===== src/rtl/clk_div_pkg.sv =====
// Shared types and default constants for the clk_div_ctrl clock-enable scheduler.
// Used by clk_div_ctrl and div_period_cnt.
package clk_div_pkg;

    localparam int unsigned CNT_W_DEF       = 28;
    localparam int unsigned DIV_DEFAULT_DEF = 5;
    localparam int unsigned DIV_MIN_DEF     = 2;

    // PEND is RUN with an accepted divisor waiting for the next period boundary
    typedef enum logic [1:0] {
        IDLE = 2'd0,
        RUN  = 2'd1,
        PEND = 2'd2
    } state_t;

endpackage


===== src/rtl/div_period_cnt.sv =====
// Period counter for clk_div_ctrl: counts 0..div-1, flags the wrap, clears on demand.
// CLKDIV_SQUARE_OUT_EN exposes the next count value for square-wave generation.
module div_period_cnt
    import clk_div_pkg::*;
#(
    parameter int unsigned CNT_W = CNT_W_DEF
) (
    input  logic             clock_in,
    input  logic             reset,
    input  logic             clr,
    input  logic [CNT_W-1:0] div,
    output logic             wrap
`ifdef CLKDIV_SQUARE_OUT_EN
    ,
    output logic [CNT_W-1:0] cnt_next
`endif
);

    logic [CNT_W-1:0] cnt;
    logic [CNT_W-1:0] cnt_nxt;

    // div is always >= 2, so div-1 never underflows
    assign wrap = (cnt == (div - CNT_W'(1)));

    always_comb begin
        cnt_nxt = cnt + CNT_W'(1);
        if (clr || wrap) begin
            cnt_nxt = '0;
        end
    end

    always_ff @(posedge clock_in) begin
        if (reset) begin
            cnt <= '0;
        end else begin
            cnt <= cnt_nxt;
        end
    end

`ifdef CLKDIV_SQUARE_OUT_EN
    assign cnt_next = cnt_nxt;
`endif

endmodule


===== src/rtl/clk_div_ctrl.sv =====
// Runtime-programmable clock-enable scheduler: one-cycle tick every cur_div cycles, with
// divisor changes deferred to a period boundary. CLKDIV_SQUARE_OUT_EN adds clock_out.
module clk_div_ctrl
    import clk_div_pkg::*;
#(
    parameter int unsigned CNT_W       = CNT_W_DEF,
    parameter int unsigned DIV_DEFAULT = DIV_DEFAULT_DEF,
    parameter int unsigned DIV_MIN     = DIV_MIN_DEF
) (
    input  logic             clock_in,
    input  logic             reset,
    input  logic             run,
    input  logic             cfg_valid,
    input  logic [CNT_W-1:0] cfg_div,
    output logic             cfg_ready,
    output logic             cfg_err,
    output logic             tick,
    output logic             active,
    output logic [CNT_W-1:0] cur_div
`ifdef CLKDIV_SQUARE_OUT_EN
    ,
    output logic             clock_out
`endif
);

    state_t           state;
    state_t           state_next;
    logic [CNT_W-1:0] pend_div;
    logic [CNT_W-1:0] pend_div_next;
    logic [CNT_W-1:0] cur_div_next;
    logic             tick_next;
    logic             cfg_err_next;
    logic             xfer;
    logic             cfg_legal;
    logic             cnt_clr;
    logic             wrap;

    assign cfg_ready = (state != PEND);
    assign active    = (state != IDLE);
    assign xfer      = cfg_valid & cfg_ready;
    assign cfg_legal = (cfg_div >= CNT_W'(DIV_MIN));

    // Held at zero in IDLE (including the entry edge) and cleared on the stopping edge
    assign cnt_clr = (state == IDLE) || !run;

`ifdef CLKDIV_SQUARE_OUT_EN
    logic [CNT_W-1:0] cnt_next;

    div_period_cnt #(
        .CNT_W (CNT_W)
    ) u_cnt (
        .clock_in (clock_in),
        .reset    (reset),
        .clr      (cnt_clr),
        .div      (cur_div),
        .wrap     (wrap),
        .cnt_next (cnt_next)
    );
`else
    div_period_cnt #(
        .CNT_W (CNT_W)
    ) u_cnt (
        .clock_in (clock_in),
        .reset    (reset),
        .clr      (cnt_clr),
        .div      (cur_div),
        .wrap     (wrap)
    );
`endif

    always_comb begin
        state_next    = state;
        cur_div_next  = cur_div;
        pend_div_next = pend_div;
        tick_next     = 1'b0;
        cfg_err_next  = xfer && !cfg_legal;

        unique case (state)
            IDLE: begin
                if (xfer && cfg_legal) begin
                    cur_div_next = cfg_div;
                end
                if (run) begin
                    state_next = RUN;
                end
            end
            RUN: begin
                if (!run) begin
                    // Stop wins over a coincident wrap; a divisor accepted now takes effect directly
                    state_next = IDLE;
                    if (xfer && cfg_legal) begin
                        cur_div_next = cfg_div;
                    end
                end else begin
                    tick_next = wrap;
                    if (xfer && cfg_legal) begin
                        pend_div_next = cfg_div;
                        state_next    = PEND;
                    end
                end
            end
            PEND: begin
                if (!run) begin
                    state_next   = IDLE;
                    cur_div_next = pend_div;
                end else if (wrap) begin
                    tick_next    = 1'b1;
                    cur_div_next = pend_div;
                    state_next   = RUN;
                end
            end
            default: begin
                state_next = IDLE;
            end
        endcase
    end

    always_ff @(posedge clock_in) begin
        if (reset) begin
            state    <= IDLE;
            cur_div  <= CNT_W'(DIV_DEFAULT);
            pend_div <= '0;
            tick     <= 1'b0;
            cfg_err  <= 1'b0;
        end else begin
            state    <= state_next;
            cur_div  <= cur_div_next;
            pend_div <= pend_div_next;
            tick     <= tick_next;
            cfg_err  <= cfg_err_next;
        end
    end

`ifdef CLKDIV_SQUARE_OUT_EN
    // High for floor(D/2) cycles starting at each period start, so it rises with tick
    always_ff @(posedge clock_in) begin
        if (reset) begin
            clock_out <= 1'b0;
        end else begin
            clock_out <= (state_next != IDLE) && (cnt_next < (cur_div_next >> 1));
        end
    end
`endif

endmodule


===== config.mk =====
export PLATFORM = sky130hd
export DESIGN_NAME = clk_div_ctrl
export DESIGN_NICKNAME = d
export VERILOG_FILES = /design/src/rtl/clk_div_pkg.sv /design/src/rtl/div_period_cnt.sv /design/src/rtl/clk_div_ctrl.sv
export SDC_FILE = /design/constraint.sdc
export NUM_CORES = 1
export LEC_CHECK = 0
export CORE_MARGIN = 2
export CORE_UTILIZATION = 35
export CTS_CLUSTER_DIAMETER = 50
export DETAILED_ROUTE_END_ITERATION = 8
export PLACE_DENSITY_LB_ADDON = 0.25
export SLEW_MARGIN = 20
export SYNTH_ARGS = -nofsm -noshare
export SYNTH_HDL_FRONTEND = slang
export SYNTH_SLANG_ARGS = --single-unit

===== constraint.sdc =====
create_clock -name clock_in -period 4.2 [get_ports clock_in]
set_input_delay 0.42 -clock clock_in [delete_from_list [all_inputs] [get_ports clock_in]]
set_output_delay 0.42 -clock clock_in [all_outputs]
set_load 0.03 [all_outputs]

==> summary.md, run 1 <==
| Metric | Value |
|---|---|
| Sequential area share after synthesis | 0.350 |
| Crit path top cell by count | nor3_1 |
| FFs w/ async S/R, synth | 0 |
| Sequence of cells on the critical path | or4_1 > o41ai_1 > o2111ai_1 > a211oi_1 > nand4b_1 > o41a_1 > nor3_1 > nor3_1 |
| CTS tree | yes |
| CP arrival | 4.04 ns |
| Synthesized area | 5030 µm² |
| CP endpoint kind | register |
| Tightest Pin Transition | 1.07 ns |
| Worst-path clk slew | 0.06 ns |
| Largest net degree at the start of global routing | 65 |
| Dpl ws | 0.359 ns |
| DIE AREA | 15400 µm² |
| Clk root buf | clkbuf_16 |
| Power Density | 378 nW/µm² |
| Critical Path RT | between 4 and 5 ns |
| Die Wd | 124 µm |
| Hold Path Origin | pend_div[2] |
| First-pass GRT wire length | 22.8 mm |
| Max-Cap Viols | 0 |
| FF+latch count, synth | ~90 |
| Clock Skews | 0.00826 ns |
| Type of the worst setup path | reg2reg |
| Fin. max-slew vios | 0 |
| Final setup fails | 0 |
| Relative slew slack | 0.283 |
| Global Route Usage Sum | 0.189 |
| Final Critical Period | about 3.8 ns |
| Hold Fails Final Rpt | 0 |
| Yosys top cell by area | dfxtp_1 |
| CTS sink count | 88 |
| Post-Route WL | 13.8 mm |
| Final hold slack | ~0.45 ns |
| # rows | 43 |
| Latest clock arrival within the worst-skew pair | 0.35 ns |
| CP bufs+invs | 0 |
| Netlist cell types | between 50 and 60 |
| Post_cts resized | 0 |
| Worst r2r src | cur_div[4] |
| NumNets Final | 710 |
| Number of buffers created by CTS | 9 |
| Post-route DRC | 0 |
| Syn Inst Count | 625 |
| Maximum vdd drop | ~180 µV |
| Reg2reg path depth | 8 |
| Hpwl dp | roughly 10 mm |
| Setup TNS | 0 ns |
| GRT Residual Overflow | 0 |
| Routed Antenna Nets | 0 |
| Highest fanout seen on the critical path | 26 |
| Boundary pin count | 64 |
| Hold-fix buffers, CTS | 0 |
| Core outline area | 14000 µm² |
| Hold Crit Class | reg2reg |
| H-tree depth | 3 |
| Predominant post-synthesis flop cell | dfxtp_1 |
| Drt first-iter violations | 258 |
| Final Util | 0.436 |
| R2R setup slack | 0.36 ns |
| Routing usage on met3 | 0.0316 |
| Most common cell after layout, fill and taps aside | dfxtp_1 |
| Vias | approximately 4600 |
| Number of synthesized flops with an enable pin | 0 |
| Unrepaired setup endpoints after global routing | false |
| Synth-to-Final Area Change | 21.3% |
| Post-CTS Setup Inserts | 0 |
| Pwr Total | 2.31 mW |
| GRT busiest layer | met2 |
| DR WL/cell | 16.1 µm |
| GPL Wtd Cong | 0.880 |
| Initial antenna violation count | 0 |
| Via/cell ratio | between 5 and 6 |
| Period Utilization, post-route | 0.915 |
| Worst Hold Path EP | pend_div[2] |
| CP startpoint kind | register |
| Die H | between 100 and 150 µm |
| Mapped Avg Cell Area | 8.05 µm² |
| Hold depth | 2 |
| Post-route setup slack | 0.357 ns |
| Warnings, synthesis | 0 |
| Antenna cells | 0 |
| R2r endpoint | cur_div[23] |
| Slowest cell on the critical path | o41a_1 |
| Synthesized net count | 663 |
| Area share of the largest cell type after synthesis | 0.350 |
| Initial Utilization | 0.360 |
| Leakage power | between 2 and 2.5 nW |
| Grt met1 use | 0.252 |
| GR Util met2 | 0.301 |
| CP delay by family, top | compound AO/OA/AOI/OAI gates |
| Most frequent cells in the layout | 88 x dfxtp_1, 77 x nand2_1, 66 x nor3_1, 62 x clkdlybuf4s50_1, 57 x a21oi_1 |
| Share of cells above drive strength 1 | 0.106 |
| Crit-path max cell delay | 0.81 ns |
| Port bufs | 63 |
| Fmax achieved | about 260 MHz |
| Drt first pass iters | 4 |
| Outcome | complete, no violations |
| Ranking of synthesized cells by area | dfxtp_1 35%, nor3_1 6.6%, mux2_2 5.8% |
| Vias in the first global route | 4393 |
| Filler cell count | approximately 1400 |
| CTS max path bufs | 2 |
through the flow:
stage / std cells / cell area, µm²
3_5_place_dp: 841 / 5790
4_1_cts: 857 / 6100
6_report: 857 / 6100
2_1_floorplan: 625 / 5030
5_1_grt: 857 / 6100
3_3_place_gp: 841 / 5790
state kept, by name, indices dropped and copies added, names as in the netlist:
register   flops
tick           1
u_cnt.cnt     28
state          2
cur_div       28
pend_div      28
cfg_err        1
worst min-delay path: cells and delay by family, from the launching register on:
family             cells  cell delay (ns)
AOI/OAI and AO/OA      1             0.05
and+or+nand+nor        1             0.05
DFF                    1             0.31
worst max-delay path by stage:
stage          startpoint          end  slack (ns)  cells past startpoint
6_report       cur_div[4]  cur_div[23]        0.36                      8
5_1_grt        cur_div[4]  cur_div[23]        0.09                      8
4_1_cts        cur_div[4]  cur_div[23]        0.35                      8
3_5_place_dp   cur_div[4]  cur_div[23]        0.36                      8
3_3_place_gp   cur_div[4]  cur_div[23]        0.46                      8
2_1_floorplan  cur_div[0]     state[0]        0.66                     11
routing by layer:
layer | wire length, µm | part of all wire
met1 | 6410 | 0.46
met2 | 6410 | 0.46
met3 | 574 | 0.042
met4 | 423 | 0.031
met5 | 0 | 0
logic make-up after synthesis:
family / Yosys count / share of synthesized area
AND/OR/NAND/NOR: 293 / 0.296
AO/OA/AOI/OAI: 96 / 0.118
flip-flops: 88 / 0.350
XOR/XNOR: 62 / 0.108
buffers and inverters: 49 / 0.0445
multiplexers: 31 / 0.0686
adder cells (fa/ha/maj): 6 / 0.0149
area by class of cell:
class                           instances  area (µm²)  share of cell area
Clock inverter                          5        62.6              0.0103
Multi-Input combinational cell        488        3050               0.499
Inverter                               10        37.5             0.00615
Clock buffer                           11         253              0.0414
Sequential cell                        88        1760               0.289
Tap cell                              180         225              0.0369
Timing Repair Buffer                   75         716               0.117
Yosys cell counts, types with 3 or more instances:
library cell and count:
o21ai_0 8, and3_1 8, and2_1 7, nor3_1 66, inv_1 10, buf_1 3
clkbuf_1 28, nor3b_1 6, nor4_1 17, dfxtp_1 88, or2_2 4, ha_1 6
a21oi_1 57, nand3_1 21, xor2_1 32, nand4_1 6, mux2_2 26, o31a_1 3
a31oi_1 3, nor4b_1 4, nor2_1 48, mux2i_1 3, or4_1 5, xnor2_1 30
nand2_1 77, buf_6 4, a211oi_1 9
where the power goes:
group / internal, mW / total, mW / switching, mW
combinational: 0.217 / 0.516 / 0.298
clock: 0.498 / 0.856 / 0.357
sequential: 0.876 / 0.934 / 0.0582
No activity file was read; power rests on OpenSTA's default activity.
==> run 2, diff against run 1 <==
Settings changed: SYNTH_HIERARCHICAL set to 1.
==> summary.md, run 2 <==
| Metric | Value |
|---|---|
| Outcome | complete, no violations |
| Antenna cells | 0 (unchanged) |
| Sequence of cells on the critical path | or4_1 > nor2_1 > a22oi_1 > a2111oi_0 > o211ai_1 > nor4_2 > buf_4 > nor2b_1 > o21ai_2 > o211ai_2 > nand2_4 > mux2i_1 |
| Final setup fails | 0 (unchanged) |
| CTS sink count | 88 (unchanged) |
| Number of buffers created by CTS | 9 (unchanged) |
| CP endpoint kind | register |
| Clock Skews | 0.00881 ns (+0.000548 ns) |
| Ranking of synthesized cells by area | dfxtp_1 35%, mux2i_1 11%, xnor2_1 6.1% |
| Hold Path Origin | pend_div[11] |
| Relative slew slack | 0.394 (+0.111) |
| H-tree depth | 3 (unchanged) |
| Routed Antenna Nets | 0 (unchanged) |
| Drt first-iter violations | 325 (+26%) |
| # rows | 43 (unchanged) |
| Yosys top cell by area | dfxtp_1 |
| R2R setup slack | 0.22 ns (-0.13 ns) |
| Most frequent cells in the layout | 88 x dfxtp_1, 76 x nor2_1, 62 x clkdlybuf4s50_1, 57 x mux2i_1, 35 x xnor2_1 |
| Most common cell after layout, fill and taps aside | dfxtp_1 |
| Latest clock arrival within the worst-skew pair | 0.34 ns (about the same) |
| Post-route DRC | 0 (unchanged) |
| Sequential area share after synthesis | 0.353 (+0.00272) |
| Synthesized area | 4990 µm² (-0.77%) |
| Core outline area | 13900 µm² (-0.38%) |
| Period Utilization, post-route | 0.947 (+0.0317) |
| Pwr Total | 2.26 mW (-1.9%) |
| Type of the worst setup path | reg2reg |
| NumNets Final | 649 (-8.6%) |
| GRT Residual Overflow | 0 (unchanged) |
| Largest net degree at the start of global routing | 64 (-1.5%) |
| Reg2reg path depth | 12 (+4) |
| Worst Hold Path EP | pend_div[11] |
| First-pass GRT wire length | 20.9 mm (-8.5%) |
| Post-Route WL | 13.1 mm (-5.5%) |
| Post-route setup slack | 0.224 ns (-0.133 ns) |
| Via/cell ratio | 5.28 (-1.2%) |
| Setup TNS | 0 ns (unchanged) |
| Tightest Pin Transition | 0.909 ns (-0.159 ns) |
| CP delay by family, top | simple AND/OR/NAND/NOR gates |
| Drt first pass iters | 4 (unchanged) |
| Post-route design area | 6260 µm² (+2.5%) |
| Area share of the largest cell type after synthesis | 0.353 (+0.00272) |
| GPL Wtd Cong | 0.985 (+12%) |
| Max-Cap Viols | 0 (unchanged) |
| Dpl ws | 0.0939 ns (-0.265 ns) |
| Synth top cells by count | 88 x dfxtp_1, 76 x nor2_1, 57 x mux2i_1, 35 x xnor2_1, 26 x and3b_1 |
| FFs w/ async S/R, synth | 0 (unchanged) |
| Syn Inst Count | 539 (-14%) |
| Number of synthesized flops with an enable pin | 0 (unchanged) |
| DIE AREA | 15200 µm² (-0.75%) |
| Highest fanout seen on the critical path | 28 (+7.7%) |
| Hold depth | 2 (unchanged) |
| Mapped Avg Cell Area | 9.26 µm² (+15%) |
| Netlist cell types | 62 (+11%) |
| Vias in the first global route | 4008 (-8.8%) |
| Synthesized net count | 577 (-13%) |
| Final Critical Period | 3.98 ns (+0.133 ns) |
| CTS tree | yes |
| R2r endpoint | cur_div[2] |
| Share of cells above drive strength 1 | 0.133 (+0.0268) |
| Synth-to-Final Area Change | 25.3% |
| Leakage power | 2.34 nW (+14%) |
| Vias | 4205 (-8.2%) |
| Area after DPL | 5910 µm² (+2.1%) |
| Slowest cell on the critical path | a2111oi_0 |
| Die H | 123 µm (-0.38%) |
| Maximum vdd drop | 263 µV (+43%) |
| Hold Crit Class | reg2reg |
| Worst-path clk slew | 0.07 ns (about the same) |
| Port bufs | 63 (unchanged) |
| Largest regs | cur_div: 28 flops, pend_div: 28 flops, u_cnt/cnt: 28 flops |
| Die Wd | 123 µm (-0.38%) |
| Final Util | 0.449 (+0.0128) |
| Initial antenna violation count | 0 (unchanged) |
| CP startpoint kind | register |
| Fmax achieved | 252 MHz (-3.3%) |
| Stages on worst setup path | 12 (+4) |
| Hpwl dp | 9.61 mm (-5.6%) |
| Hold Fails Final Rpt | 0 (unchanged) |
| Critical Path RT | 4.47 ns (+0.07 ns) |
| Fin. max-slew vios | 0 (unchanged) |
| Boundary pin count | 64 (unchanged) |
| Predominant post-synthesis flop cell | dfxtp_1 |
| Crit-path max cell delay | 0.68 ns (-0.13 ns) |
| Initial Utilization | 0.358 (-0.00139) |
| Worst r2r src | cur_div[0] |
| DR WL/cell | 16.4 µm (+1.8%) |
| Clk root buf | clkbuf_16 |
| CP arrival | 4.25 ns (+0.21 ns) |
| Warnings, synthesis | 6 (+6) |
| FF+latch count, synth | 88 (unchanged) |
| CP bufs+invs | 1 (+1) |
| Count leader, synth | dfxtp_1 |
| Power Density | 362 nW/µm² (-4.3%) |
| CTS max path bufs | 2 (unchanged) |
| Global Route Usage Sum | 0.178 (-0.0113) |
## run 2: cell count changes after synthesis, moves of 20 or more
cell	before	now
and3b_1	0	26
nand2_1	77	22
nor3_1	66	12
mux2i_1	3	57
nor2_1	48	76
a211oi_2	0	20
mux2_2	26	0
a21oi_1	57	6
## run 2: worst register-to-register path: cells and delay by family (launching register included)
kind / cells / cell delay (ns)
flip-flops: 1 / 0.37
AO/OA/AOI/OAI: 5 / 1.40
AND/OR/NAND/NOR: 5 / 1.73
buffers and inverters: 1 / 0.17
multiplexers: 1 / 0.24
## run 2: what timing repair did
action / CTS / global route
hold buffers: 0 / 0
buffers inserted: 0 / 1
hold endpoints to repair: 0 / 0
endpoints found under the setup margin: 0 / 28
gates resized for setup: 0 / 7
## run 2: layout make-up
cell class | instances | area (µm²)
tap | 180 | 225
fill | 1320 | 7680
clock buffer | 10 | 239
clock inverter | 6 | 67.6
sequential | 88 | 1760
multi-input combinational | 410 | 3070
inverter | 11 | 41.3
timing repair buffer | 91 | 852
## run 2: cells by family after synthesis
family / synth area share
AND/OR/NAND/NOR: 0.242
flip-flops: 0.353
AO/OA/AOI/OAI: 0.130
XOR/XNOR: 0.105
multiplexers: 0.114
buffers and inverters: 0.0406
adder cells (fa/ha/maj): 0.0150
## run 2: worst max path at each step
stage,slack (ns),to,startpoint
after global routing,-0.03,cur_div[23],cur_div[8]
after floorplan,0.28,cur_div[10],cur_div[15]
after CTS,0.02,cur_div[23],cur_div[8]
after detailed placement,0.09,cur_div[23],cur_div[8]
final,0.22,cur_div[2],cur_div[0]
after global placement,0.27,cur_div[22],cur_div[8]
## run 2: through the flow
stage	instances	hold slack, ns
floorplan	539	0.436
global placement	779	0.442
detailed placement	779	0.455
CTS	795	0.465
global route	796	0.494
finish	796	0.467
## run 2: per-layer routing
layer  GRT usage  up-vias  wire [µm]
met2       0.281       86       5990
li1            -     2084          -
met1       0.241     2026       6210
met3      0.0475        9        693
met4      0.0440        0        167
met5           0        -          0
## run 2: power breakdown
group,switching [mW],leakage [nW],internal [mW]
sequential,0.0383,0.717,0.872
clock,0.348,0.145,0.479
combinational,0.287,1.48,0.238
total,0.673,2.34,1.59
